==> src/rtl/usb_pkg.sv <==
// Shared types and constants for the USB full-speed transmit front end.
package usb_pkg;

    typedef enum logic [1:0] {
        LS_J,
        LS_K,
        LS_SE0
    } line_state_e;

    typedef enum logic [2:0] {
        ST_IDLE,
        ST_SYNC,
        ST_DATA,
        ST_STUFF,
        ST_EOP_SE0,
        ST_EOP_J,
        ST_IPG
    } tx_state_e;

    typedef struct packed {
        logic       last;
        logic [7:0] data;
    } tx_byte_t;

    localparam logic [7:0]  USB_SYNC_BYTE    = 8'h80;
    localparam int unsigned USB_STUFF_LEN    = 6;
    localparam int unsigned USB_EOP_SE0_BITS = 2;

    // {dp, dn} levels for a line state
    function automatic logic [1:0] ls_to_dpdn(input line_state_e ls);
        case (ls)
            LS_J:    return 2'b10;
            LS_K:    return 2'b01;
            default: return 2'b00;
        endcase
    endfunction

endpackage

==> src/rtl/usb_tx_bit_enc.sv <==
// NRZI line-level tracker and consecutive-ones counter for bit stuffing.
module usb_tx_bit_enc
    import usb_pkg::*;
(
    input  logic clk,
    input  logic rst_n,
    input  logic bit_i,
    input  logic bit_strobe_i,
    input  logic init_i,
    output logic level_c_o,
    output logic stuff_req_o
);

    logic       level_q, level_d;
    logic [2:0] cnt_q, cnt_d;

    // level 1 = J, 0 = K; a stuffed bit is sent as a data 0
    always_comb begin
        level_d = level_q;
        cnt_d   = cnt_q;
        if (init_i) begin
            level_d = 1'b1;
            cnt_d   = '0;
        end else if (bit_strobe_i) begin
            if (bit_i) begin
                cnt_d = cnt_q + 3'd1;
            end else begin
                level_d = ~level_q;
                cnt_d   = '0;
            end
        end
    end

    always_ff @(posedge clk) begin
        if (!rst_n) begin
            level_q <= 1'b1;
            cnt_q   <= '0;
        end else begin
            level_q <= level_d;
            cnt_q   <= cnt_d;
        end
    end

    assign level_c_o   = level_d;
    assign stuff_req_o = (cnt_q == 3'(USB_STUFF_LEN));

endmodule

==> src/rtl/usb_fe_tx_ctrl.sv <==
// USB FS transmit sequencer: SYNC, NRZI data with bit stuffing, EOP and inter-packet gap.
module usb_fe_tx_ctrl
    import usb_pkg::*;
#(
    parameter int unsigned CLK_PER_BIT = 4,
    parameter int unsigned IPG_BITS    = 6
) (
    input  logic       clk,
    input  logic       rst_n,
    input  logic       tx_valid_i,
    input  logic [7:0] tx_data_i,
    input  logic       tx_last_i,
    output logic       tx_ready_o,
    output logic       tx_busy_o,
    output logic       tx_underrun_o,
    output logic       tx_oe_o,
    output logic       dp_tx_o,
    output logic       dn_tx_o
);

    localparam int unsigned     PH_W     = (CLK_PER_BIT > 1) ? $clog2(CLK_PER_BIT) : 1;
    localparam logic [PH_W-1:0] PH_LAST  = PH_W'(CLK_PER_BIT - 1);
    localparam logic [PH_W-1:0] PH_PRE   = PH_W'(CLK_PER_BIT - 2);
    localparam logic [3:0]      IPG_LAST = 4'(IPG_BITS - 1);

    tx_state_e       state_q, state_d;
    logic [PH_W-1:0] ph_q, ph_d;
    logic [2:0]      idx_q, idx_d;
    tx_byte_t        byte_q, byte_d;
    logic [3:0]      ipg_q, ipg_d;
    logic            start_q, start_d;
    logic            ready_q, ready_d;
    logic            busy_q, busy_d;
    logic            und_q, und_d;
    logic            oe_q, oe_d;
    logic [1:0]      dpdn_q, dpdn_d;

    logic            enc_bit, enc_strobe, enc_init, level_c, stuff_req;
    logic            ls_load;
    line_state_e     ls_fixed;
    logic            bit_end;

    assign bit_end = (ph_q == PH_LAST);

    usb_tx_bit_enc u_enc (
        .clk          (clk),
        .rst_n        (rst_n),
        .bit_i        (enc_bit),
        .bit_strobe_i (enc_strobe),
        .init_i       (enc_init),
        .level_c_o    (level_c),
        .stuff_req_o  (stuff_req)
    );

    // Next bit is chosen on the last clock of the current one; the load slot is that same clock
    always_comb begin
        state_d    = state_q;
        ph_d       = ph_q;
        idx_d      = idx_q;
        byte_d     = byte_q;
        ipg_d      = ipg_q;
        start_d    = start_q;
        ready_d    = 1'b0;
        busy_d     = busy_q;
        und_d      = 1'b0;
        oe_d       = oe_q;
        enc_bit    = 1'b0;
        enc_strobe = 1'b0;
        enc_init   = 1'b0;
        ls_load    = 1'b0;
        ls_fixed   = LS_J;
        if (state_q != ST_IDLE) begin
            ph_d = bit_end ? '0 : ph_q + PH_W'(1);
        end
        case (state_q)
            ST_IDLE: begin
                enc_init = ~start_q;
                ph_d     = '0;
                if (start_q) begin
                    start_d    = 1'b0;
                    state_d    = ST_SYNC;
                    idx_d      = '0;
                    byte_d     = '{last: 1'b0, data: USB_SYNC_BYTE};
                    enc_bit    = USB_SYNC_BYTE[0];
                    enc_strobe = 1'b1;
                    oe_d       = 1'b1;
                    busy_d     = 1'b1;
                end else if (tx_valid_i) begin
                    start_d = 1'b1;
                end
            end
            ST_SYNC, ST_DATA, ST_STUFF: begin
                if (ph_q == PH_PRE) begin
                    ready_d = (idx_q == 3'd7) && !byte_q.last && !stuff_req;
                end
                if (bit_end) begin
                    if (stuff_req) begin
                        state_d    = ST_STUFF;
                        enc_strobe = 1'b1;
                    end else if (idx_q != 3'd7) begin
                        state_d    = (state_q == ST_SYNC) ? ST_SYNC : ST_DATA;
                        idx_d      = idx_q + 3'd1;
                        enc_bit    = byte_q.data[idx_q + 3'd1];
                        enc_strobe = 1'b1;
                    end else if (ready_q && tx_valid_i) begin
                        state_d     = ST_DATA;
                        idx_d       = '0;
                        byte_d.data = tx_data_i;
                        byte_d.last = tx_last_i;
                        enc_bit     = tx_data_i[0];
                        enc_strobe  = 1'b1;
                    end else begin
                        und_d    = ready_q;
                        state_d  = ST_EOP_SE0;
                        idx_d    = '0;
                        ls_load  = 1'b1;
                        ls_fixed = LS_SE0;
                    end
                end
            end
            ST_EOP_SE0: begin
                if (bit_end) begin
                    if (idx_q == 3'(USB_EOP_SE0_BITS - 1)) begin
                        state_d  = ST_EOP_J;
                        ls_load  = 1'b1;
                        ls_fixed = LS_J;
                    end else begin
                        idx_d = idx_q + 3'd1;
                    end
                end
            end
            ST_EOP_J: begin
                if (bit_end) begin
                    state_d = ST_IPG;
                    oe_d    = 1'b0;
                    ipg_d   = '0;
                end
            end
            ST_IPG: begin
                if (bit_end) begin
                    if (ipg_q == IPG_LAST) begin
                        state_d = ST_IDLE;
                        busy_d  = 1'b0;
                    end else begin
                        ipg_d = ipg_q + 4'd1;
                    end
                end
            end
            default: state_d = ST_IDLE;
        endcase
    end

    // Line level: encoder output for SYNC/data/stuff bits, fixed states for EOP
    always_comb begin
        dpdn_d = dpdn_q;
        if (enc_strobe) begin
            dpdn_d = ls_to_dpdn(level_c ? LS_J : LS_K);
        end else if (ls_load) begin
            dpdn_d = ls_to_dpdn(ls_fixed);
        end
    end

    always_ff @(posedge clk) begin
        if (!rst_n) begin
            state_q <= ST_IDLE;
            ph_q    <= '0;
            idx_q   <= '0;
            byte_q  <= '0;
            ipg_q   <= '0;
            start_q <= 1'b0;
            ready_q <= 1'b0;
            busy_q  <= 1'b0;
            und_q   <= 1'b0;
            oe_q    <= 1'b0;
            dpdn_q  <= 2'b10;
        end else begin
            state_q <= state_d;
            ph_q    <= ph_d;
            idx_q   <= idx_d;
            byte_q  <= byte_d;
            ipg_q   <= ipg_d;
            start_q <= start_d;
            ready_q <= ready_d;
            busy_q  <= busy_d;
            und_q   <= und_d;
            oe_q    <= oe_d;
            dpdn_q  <= dpdn_d;
        end
    end

    assign tx_ready_o    = ready_q;
    assign tx_busy_o     = busy_q;
    assign tx_underrun_o = und_q;
    assign tx_oe_o       = oe_q;
    assign dp_tx_o       = dpdn_q[1];
    assign dn_tx_o       = dpdn_q[0];

endmodule

==> config.mk <==
export PLATFORM = sky130hd
export DESIGN_NAME = usb_fe_tx_ctrl
export DESIGN_NICKNAME = d
export VERILOG_FILES = /design/src/rtl/usb_pkg.sv /design/src/rtl/usb_tx_bit_enc.sv /design/src/rtl/usb_fe_tx_ctrl.sv
export SDC_FILE = /design/constraint.sdc
export NUM_CORES = 1
export LEC_CHECK = 0
export CAP_MARGIN = 20
export CORE_ASPECT_RATIO = 1.25
export CORE_MARGIN = 4
export CORE_UTILIZATION = 55
export DETAILED_ROUTE_END_ITERATION = 7
export GPL_ROUTABILITY_DRIVEN = 0
export PLACE_DENSITY = 0.77
export SKIP_CTS_REPAIR_TIMING = 1
export SLEW_MARGIN = 20
export SYNTH_ARGS = -nofsm -noshare
export SYNTH_HDL_FRONTEND = slang
export SYNTH_SLANG_ARGS = --single-unit
export TNS_END_PERCENT = 100
==> constraint.sdc <==
create_clock -name clk -period 4.8 [get_ports clk]
set_input_delay 1.44 -clock clk [delete_from_list [all_inputs] [get_ports clk]]
set_output_delay 1.44 -clock clk [all_outputs]
set_load 0.02 [all_outputs]
# Yosys cells after proc, flatten, opt, wreduce, memory -nomap -nowiden
# Cells that the tools add are included.
# word_totals
elab_cells,150
inputBits,12
output_inout_bits,6
regBits,32
# classes
reduce_logical,26
n_bitwise,5
n_addsub,4
eq_ne,27
muxes,73
order_cmp,1
# op_table
cell,n
2-to-1 mux 3 bit,17
2-to-1 mux 9 bit,5
2-to-1 mux 1 bit,28
inequality test 2 bit (second input constant),12
2-to-1 mux 2 bit,9
case mux 9 bit (2 select lines),1
equality test 3 bit (second input constant),5
case mux 3 bit (5 select lines),1
2-to-1 mux 4 bit,3
AND reduction 6 bit,2
nonzero test 2 bit,5
case mux 3 bit (3 select lines),1
case mux 1 bit (2 select lines),4
case mux 2 bit (2 select lines),2
case mux 4 bit (2 select lines),1
AND reduction 4 bit,2
AND reduction 7 bit,1
adder 3 x 1 -> 3 bit (second input constant),2
equality test 3 x 1 -> 1 bit (second input constant),2
equality test 3 x 2 -> 1 bit (second input constant),2
AND reduction 3 bit,2
nonzero test 3 bit,2
OR reduction 6 bit,1
inverter 1 bit,5
15 further kinds,21

# Logic depth before layout (Yosys ltp)
# Gate-level depths: netlist of run 1.
# logic_depth
ltp_word,14
mapped_depth,8
depth_no_buf,7

# By module
# Synthesis of run 1 repeated with hierarchy kept, for this count alone.
# hier_totals
cells_unflattened,199
hier_area_um2,1770.4
# by_module_without_submodules
module,area_each_um2,instances,seq_area_each_um2,cells_each
usb_fe_tx_ctrl,1559.0,1,560.5,175
usb_tx_bit_enc,211.5,1,80.1,24

# Worst setup path after synthesis of run 1
# No wires, ideal clock.
# synth_timing
path_type,input -> register
startpoint,input port tx_data_i[0]
endpoint,register dpdn_q[0]
arrival_ns,2.483
t_required_ns,4.678
setup_time_ns,0.122
path_buffers,0
cell_stages,5
path_slack_ns,2.195
path_cell_list,and4_1 > o311a_1 > o21a_4 > nor4b_4 > a311o_1
# synth_via
elab_chain_cells,12
word_cells_on_any_way,13
classes_between,eq/ne: 1; mux: 11; reduce/logical: 1
# synth_lines
item,line,text
start: declaration,usb_fe_tx_ctrl.sv:11,"input logic [7:0] tx_data_i,"
2-to-1 mux 1 bit (*),usb_fe_tx_ctrl.sv:105,end else if (ready_q && tx_valid_i) begin
2-to-1 mux 1 bit (*),usb_fe_tx_ctrl.sv:100,end else if (idx_q != 3'd7) begin
2-to-1 mux 1 bit (*),usb_fe_tx_ctrl.sv:97,if (stuff_req) begin
2-to-1 mux 1 bit (*),usb_fe_tx_ctrl.sv:96,if (bit_end) begin
2-to-1 mux 1 bit (*),n/a,
2-to-1 mux 1 bit (*),usb_tx_bit_enc.sv:25,if (bit_i) begin
2-to-1 mux 1 bit (*),usb_tx_bit_enc.sv:24,end else if (bit_strobe_i) begin
2-to-1 mux 1 bit (*),usb_tx_bit_enc.sv:21,if (init_i) begin
2-to-1 mux 1 bit (*),usb_fe_tx_ctrl.sv:157,dpdn_d = ls_to_dpdn(level_c ? LS_J : LS_K);
equality test 1 bit or logical NOT 2 bit (tied branches),usb_pkg.sv:31,case (ls)
case mux 2 bit (2 select lines) (*),usb_pkg.sv:31,
2-to-1 mux 2 bit (*),usb_fe_tx_ctrl.sv:156,if (enc_strobe) begin
end signal: assignment,usb_fe_tx_ctrl.sv:187,dpdn_q <= dpdn_d;
end: declaration,usb_fe_tx_ctrl.sv:36,"logic [1:0] dpdn_q, dpdn_d;"
# Every way passes the cells marked *; elsewhere a longest branch is shown, timed or not.
# A chain may end at the register's enable or synchronous reset.

# Final worst setup path of run 1
# layout_timing
startpoint,input port tx_valid_i
endpoint,register byte_q[2] (netlist bit)
# layout_via
elab_chain_cells,3
# layout_lines
item,line,text
start: declaration,usb_fe_tx_ctrl.sv:10,"input logic tx_valid_i,"
logical AND 1 bit,usb_fe_tx_ctrl.sv:105,
inequality test 2 bit (no line),n/a,
AND reduction 6 bit (no line),n/a,
end signal: assignment,usb_fe_tx_ctrl.sv:180,byte_q <= byte_d;
end: declaration,usb_fe_tx_ctrl.sv:29,"tx_byte_t byte_q, byte_d;"
# No other way between the ends.

==> results of run 1 <==
==> sequential cells by signal, summed over array words and instances (netlist names) <==
signal and cells:
byte_q 9, tx_underrun_o 1, u_enc.cnt_q 3, tx_ready_o 1, start_q 1, u_enc.level_q 1
state_q 3, idx_q 3, ipg_q 4, dpdn_q 2, tx_busy_o 1, ph_q 2
tx_oe_o 1
==> synth_stat cells, types with 2 or more instances <==
| cell | count | area (µm²) |
|---|---|---|
| a31oi_1 | 2 | 12.5 |
| buf_1 | 2 | 7.51 |
| or2_2 | 3 | 18.8 |
| dfxtp_1 | 32 | 641 |
| and2_1 | 9 | 56.3 |
| a21o_1 | 2 | 15.0 |
| a21oi_1 | 16 | 80.1 |
| nor3b_1 | 2 | 15.0 |
| nor2_1 | 31 | 116 |
| nand2b_1 | 3 | 18.8 |
| inv_1 | 7 | 26.3 |
| o21a_1 | 3 | 22.5 |
| clkbuf_1 | 5 | 18.8 |
| nor3_1 | 7 | 35.0 |
| o21ai_0 | 8 | 40.0 |
| ha_1 | 10 | 125 |
| nand3b_1 | 3 | 22.5 |
| xor2_1 | 2 | 17.5 |
| or3_1 | 2 | 12.5 |
| nand3_1 | 5 | 25.0 |
| a211oi_1 | 3 | 22.5 |
| mux2i_1 | 13 | 130 |
| and3_1 | 2 | 12.5 |
| buf_2 | 2 | 10.0 |
| nand2_1 | 16 | 60.1 |
| nand4_1 | 2 | 12.5 |
==> layer usage <==
metal  vias up  track usage (%)  part of all wire [%]
met4         0             10.8                   2.6
met5         -                0                     0
met3        10             5.05                   4.1
met1       736             23.4                    44
li1        774                -                     -
met2        37             32.7                    49
==> worst max-delay path by stage <==
| stage | startpoint | to | slack (ns) | cells after the start |
|---|---|---|---|---|
| global placement | tx_valid_i | byte_q[6]$_SDFFE_PN0P_ | 1.33 | 6 |
| detailed placement | tx_valid_i | byte_q[2]$_SDFFE_PN0P_ | 1.17 | 6 |
| floorplan | tx_data_i[0] | dpdn_q[0]$_SDFFE_PN0P_ | 2.19 | 5 |
| finish | tx_valid_i | byte_q[2]$_SDFFE_PN0P_ | 1.84 | 6 |
| CTS | tx_valid_i | byte_q[2]$_SDFFE_PN0P_ | 1.54 | 6 |
| global route | tx_valid_i | byte_q[2]$_SDFFE_PN0P_ | 1.74 | 6 |
==> where the power goes <==
part           total [µW]  switching (µW)  internal (µW)
registers             282            8.39            274
logic                69.5            36.2           33.3
clock network         164            91.6           72.2
total                 515             136            379
==> metrics by stage <==
stage                     setup WS (ns)  utilization (%)
after floorplan                    2.19                -
after CTS                          1.54             66.4
final                              1.84             66.5
after detailed placement           1.17             64.5
after global placement             1.33             64.5
after global routing               1.74             66.5
==> worst max-delay path, delay by kind of cell <==
kind,cells,cell delay [ns]
AO/OA/AOI/OAI,1,0.54
buffers and inverters,1,0.55
multiplexers,1,0.30
AND/OR/NAND/NOR,3,0.33
==> layout make-up <==
class	count	area, µm²	share of cell area, %
inverter	7	26.3	1.30
multi-input combinational	163	1070	53.3
tap	36	45.0	2.24
sequential	32	641	31.8
timing repair buffer	17	170	8.45
clock buffer	8	58.8	2.92
==> kinds of logic (layout without fill, tap and decap cells) <==
kind of cell,after synthesis,count (layout),synth area share [%]
adders and majority gates,10,10,7.01
AOI/OAI and AO/OA,45,45,16.5
and+or+nand+nor,92,92,26.9
DFF,32,32,35.9
xor gates and xnor gates,2,2,0.982
muxes,14,14,8.56
buffers and inverters,17,32,4.14
==> results.tsv, run 1 <==
metric	value	unit
total_power	515	µW
worstSetupEndpointType	flip-flop	
crit_path_start_kind	primary input	
ir_drop	227	µV
relSlewSlack	49.2	%
crit_type	primary input to flip-flop	
synth-seq-cells	32	
instances_no_fill	263	
clkSlewWorstSetupHoldPaths	0.10	ns
hold_path_depth	1	
leakagePower	0.000767	µW
route.vias.total	1557	
cts.sinks	32	
wirelength	3760	µm
die_h	71.7	µm
drc	0	
arrival	3.17	ns
rr_worst_depth	7	
routed_via_density	5.92	
hold_path_end	ph_q[0]$_SDFFE_PP0N_	
dp_cells	255	
slew_violations	0	
dp_hpwl	2760	µm
drtAntennaViolNets	0	
grt_pass1_wl	6650	µm
portBuffers	17	
root_buffer	clkbuf_4	
synth_warnings	0	
period_share	61.6	%
die_width	58.9	µm
drtIter0Drc	52	
rows	22	
max_stage_delay	0.55	ns
grt-ovfl-total	0	
power_density	256	mW/mm²
syn_avg_cell_area	8.42	µm²
finalHoldWorstSlack	0.466	ns
crit_fanout	10	
timing.fmax	338	MHz
syn-instance-count	212	
hold_viol	0	
reg2reg_to	byte_q[2]$_SDFFE_PN0P_	
die-area	0.00423	mm²
final_cell_area	0.00201	mm²
rsz0062_at_grt	false	
ios	18	
area_growth	12.9	%
syn-cell-area	0.00178	mm²
worst_skew_pair.late_latency	0.34	ns
synth-seq-area-share	35.9	%
cts_buffers	5	
htree_num_levels	2	
outcome	complete, no violations	
yosysUniqueCellTypes	46	
synth_edf_count	0	
drive_above_1_share	7.49	%
grt_use_total	20.0	%
wl_per_cell	14.3	µm
nNetsFinal	248	
dpl_cell_area	0.00195	mm²
async_flop_share	0	%
start_util	58.9	%
crit_chain	clkdlybuf4s50_1, and3_1, nand3_1, a21oi_2, mux2i_1, nor2_1	
dr.pass1.iters	4	
setup_viol	0	
crit_slowest_cell	clkdlybuf4s50_1	
fin_crit	2.96	ns
fill_cells	273	
worstHoldStart	ph_q[0]$_SDFFE_PP0N_	
clk_path_buf_depth	2	
tns	0	ns
synth_ff_type	dfxtp_1	
antenna_found_initial	0	
mostFrequentLayoutCell	dfxtp_1	
n_antenna_cell	0	
cap_violations	0	
reg2reg_slack	2.48	ns
final_cell_mix	dfxtp_1 (32), nor2_1 (31), clkdlybuf4s50_1 (17)	
hold_path_class	flip-flop to flip-flop	
r2r-start	idx_q[0]$_SDFFE_PN0P_	
tightestPinTransition	0.760	ns
crit_required	5.01	ns
grt_max_degree	25	
finalClockSkew	0.0125	ns
synth_fp_nets	234	
first_global_vias	1538	
core-area	0.00303	mm²
cts_tree	built	
No activity file was read; power rests on OpenSTA's default activity.
==> run 2: changes to the inputs <==
- CORE_UTILIZATION: 55 -> 51
- PLACE_DENSITY: 0.77 -> 0.76
- clock period: 4.8 -> 2.5 ns (I/O delays scaled with it)
==> run 2 against run 1 <==
  * Die area is 6.9% higher
  * Register-to-register slack worse by 2.1 ns
  * Clock skew is 0.0078 ns lower
  * Final area is 3.7% higher
  * Clock power is 150% higher
  * Utilization is 2.9 points lower
  * Highest routed layer unchanged
  * Clock-buffer cell count stayed put
  * Via count is 2.1% lower
  * Global-route usage is 1.8 points lower
==> results.tsv, run 2 (same netlist as run 1, synthesis figures left out) <==
metric	value	unit
outcome	complete, no violations	
rows	23	
finalClockSkew	0.00472	ns
htree_num_levels	2	
instances_no_fill	270	
timing.fmax	473	MHz
total_power	1080	µW
clk_path_buf_depth	2	
period_share	84.5	%
cap_violations	0	
fill_cells	297	
die_width	60.9	µm
met1_length	1640	µm
worst_skew_pair.late_latency	0.28	ns
portBuffers	17	
worstHoldStart	ph_q[0]$_SDFFE_PP0N_	
final_cell_mix	dfxtp_1 (32), nor2_1 (31), clkdlybuf4s50_1 (17)	
wl_per_cell	13.3	µm
dr.pass1.iters	4	
regMostFlops	byte_q	
largest_reg_flops	9	
antenna_found_initial	0	
crit_type	primary input to flip-flop	
setup_viol	0	
drive_above_1_share	9.44	%
wirelength	3600	µm
p_int	816	µW
fin_crit	2.11	ns
worstSetupEndpointType	flip-flop	
die_h	74.1	µm
drc	0	
crit_fanout	5	
dr_wl_met2	1680	µm
clkSlewWorstSetupHoldPaths	0.06	ns
drtAntennaViolNets	0	
cts_buffers	5	
dp_hpwl	2630	µm
startpoint	tx_valid_i	
ir_drop	433	µV
hold_path_class	flip-flop to flip-flop	
first_global_vias	1415	
relSlewSlack	61.0	%
route.vias.total	1524	
area_growth	17.0	%
slew_violations	0	
nNetsFinal	254	
die-area	0.00451	mm²
grt_use_total	18.2	%
rsz0062_at_grt	false	
dp_cells	262	
core-area	0.00328	mm²
grt_max_degree	23	
post-route-util	63.7	%
crit_path_start_kind	primary input	
ios	18	
grt-ovfl-total	0	
reg_top3	byte_q (9), ipg_q (4)	
r2r-start	idx_q[0]$_SDFFE_PN0P_	
leakagePower	0.000812	µW
crit_required	2.67	ns
power_density	519	mW/mm²
tightestPinTransition	0.571	ns
grt_pass1_wl	6140	µm
pwr-share-comb	12.6	%
cts_tree	built	
cts.sinks	32	
drtIter0Drc	43	
p_sw_share	24.6	%
top_layer_used	met4	
seqPwrFrac	50.1	%
arrival	2.28	ns
start_util	54.4	%
mostFrequentLayoutCell	dfxtp_1	
root_buffer	clkbuf_8	
tns	0	ns
n_antenna_cell	0	
pwr-share-clk	37.4	%
hold_viol	0	
p_sw	267	µW
routed_via_density	5.64	
routed-wl-met3	165	µm
## run 2: layer usage
layer	vias to the layer above	GRT usage (%)
li1	782	-
met1	698	21.3
met2	37	30.2
met3	7	4.69
met4	0	9.40
met5	-	0
## run 2: power groups by stage
stage	Clock (µW)	Sequential (µW)	Combinational [µW]
global route	442	545	150
CTS	415	542	137
detailed placement	0	554	137
global placement	0	553	136
floorplan	0	554	85.0
finish	405	542	136
## run 2: critical path, cell delays in order
cell and delay (ns):
clkdlybuf4s50_1 0.46, and4_1 0.20, o311a_1 0.34, o21a_4 0.13
nor4b_4 0.13, a311o_1 0.26
## run 2: final cells by class
type | count | area, µm² | share of cell area (%)
clock buffers | 8 | 90.1 | 4.31
inverters | 7 | 26.3 | 1.26
flip-flops and latches | 32 | 641 | 30.7
repair buffers | 23 | 215 | 10.3
multi-input cells | 163 | 1070 | 51.2
well taps | 37 | 46.3 | 2.22
## run 2: final timing paths
check | end | slack [ns] | cells after the start
worst max-delay path | dpdn_q[0]$_SDFFE_PN0P_ | 0.39 | 6
worst min-delay path | ph_q[0]$_SDFFE_PP0N_ | 0.46 | 1
worst max register to register | dpdn_q[0]$_SDFFE_PN0P_ | 0.40 | 7
worst min register to register | ph_q[0]$_SDFFE_PP0N_ | 0.46 | 1
## run 2: metrics by stage
stage / hold slack [ns] / cell area (µm²) / setup slack, ns
floorplan: 0.397 / 1780 / 0.572
global route: 0.489 / 2090 / 0.217
CTS: 0.459 / 2090 / 0.390
finish: 0.459 / 2090 / 0.387
detailed placement: 0.451 / 2000 / 0.0911
global placement: 0.445 / 2000 / 0.0872
==> run 3: changes to the inputs <==
- CORE_UTILIZATION: 51 -> 55
- PLACE_DENSITY: 0.76 -> 0.77
- clock period: 2.5 -> 2 ns (I/O delays scaled with it)
==> run 3 against run 2 <==
  * The flow now finishes with violations (setup timing)
  * Worst hold slack gained 0.0013 ns
  * Combinational power grew 48%
  * Non-clock buffer count grew 12
  * Die area shrank 6.4%
  * Worst setup slack lost 0.40 ns
  * Via count grew 8.7%
==> results.tsv, run 3 (same netlist as run 1, synthesis figures left out) <==
metric	value	unit
crit_path_start_kind	flip-flop	
routed_via_density	5.92	
arrival	2.24	ns
route.vias.total	1657	
finalClockSkew	0.0110	ns
area_growth	23.1	%
dp_hpwl	3030	µm
hold_path_depth	1	
mostFrequentLayoutCell	nor2_1	
core-area	0.00303	mm²
grt_pass1_wl	6920	µm
worst_skew_pair.late_latency	0.33	ns
die_h	71.7	µm
ir_drop	465	µV
first_global_vias	1615	
cts_tree	built	
rr_worst_depth	7	
crit_fanout	6	
drtIter0Drc	80	
drtAntennaViolNets	0	
slew_violations	0	
fin_crit	2.01	ns
outcome	complete, but fails checks	
finalHoldWorstSlack	0.460	ns
start_util	58.9	%
crit_slowest_cell	dfxtp_4	
wirelength	3990	µm
tightestPinTransition	0.518	ns
grt_max_degree	20	
largest_reg_flops	9	
die_width	58.9	µm
multiInputGateArea	0.00111	mm²
seq_area	646	µm²
cts.sinks	32	
portBuffers	17	
crit_family	compound AO/OA/AOI/OAI gates	
root_buffer	clkbuf_4	
power_density	552	mW/mm²
regMostFlops	byte_q	
htree_num_levels	2	
clk_path_buf_depth	2	
relSlewSlack	65.3	%
n_antenna_cell	0	
grt_use_total	20.6	%
dr.pass1.iters	4	
dpl_cell_area	0.00210	mm²
wl_per_cell	14.3	µm
post-route-util	72.6	%
clkSlewWorstSetupHoldPaths	0.10	ns
die-area	0.00423	mm²
rsz0062_at_grt	true	
period_share	101	%
final_cell_area	0.00220	mm²
fill_cells	240	
drive_above_1_share	16.8	%
nNetsFinal	266	
violations	setup timing	
crit_chain	ha_2, ha_1, and4_1, o311a_1, o21a_4, nor4b_4, a311o_1	
total_power	1210	µW
max_stage_delay	0.38	ns
rows	22	
setup_slack	-0.0112	ns
setup_viol	1	
reg_top3	byte_q (9), ipg_q (4)	
grt-ovfl-total	0	
cp_num_cells	7	
crit_buf_inv	0	
timing.fmax	497	MHz
leakagePower	0.000879	µW
final_cell_mix	nor2_1 (31), dfxtp_1 (30)	
crit_required	2.22	ns
hold_path_class	flip-flop to flip-flop	
antenna_found_initial	0	
cts_buffers	5	
ios	18	
crit_type	flip-flop to flip-flop	
cap_violations	0	
drc	0	
worstSetupEndpointType	flip-flop	
hold_viol	0	
place_ws	-0.292	ns
## run 3: cell types whose count changed in the layout (fill, tap and decap cells not counted), sizes merged
cell,previous run,this run
clkinv,0,1
dlymetal6s2s,0,1
clkdlybuf4s50,17,16
buf,6,18
clkbuf,8,6
## run 3: through the flow
step | TNS [ns] | instances
after global routing | -0.0600 | 280
after detailed placement | -2.18 | 273
final | -0.0112 | 280
after global placement | -1.42 | 273
after floorplan | 0 | 212
after CTS | -0.179 | 280
## run 3: path summary, 6_finish.rpt
check / startpoint / end / slack, ns
setup / recovery: idx_q[0]$_SDFFE_PN0P_ / dpdn_q[0]$_SDFFE_PN0P_ / -0.01
hold / removal: byte_q[8]$_SDFFE_PN0P_ / tx_ready_o$_SDFF_PN0_ / 0.46
setup reg to reg: idx_q[0]$_SDFFE_PN0P_ / dpdn_q[0]$_SDFFE_PN0P_ / -0.01
hold reg to reg: byte_q[8]$_SDFFE_PN0P_ / tx_ready_o$_SDFF_PN0_ / 0.46
## run 3: layout make-up
class | count | area share (%)
tap | 36 | 2.05
clock buffer | 6 | 1.88
timing repair buffer | 35 | 14.7
multi-input combinational | 163 | 50.5
inverter | 7 | 1.20
clock inverter | 1 | 0.228
sequential | 32 | 29.4
## run 3: routing by layer
metal  part of all wire, %  GRT usage [%]
met1                    42           24.2
met2                    50           36.4
met3                   6.4           3.96
met4                   1.3           7.56
met5                     0              0
## run 3: report_power, final
| part | switching [µW] | total [µW] | internal, µW | leakage [µW] |
|---|---|---|---|---|
| combinational | 103 | 201 | 98.7 | 0.000590 |
| clock | 214 | 343 | 129 | 0.0000281 |
| sequential | 12.3 | 668 | 655 | 0.000261 |
| total | 329 | 1210 | 884 | 0.000879 |
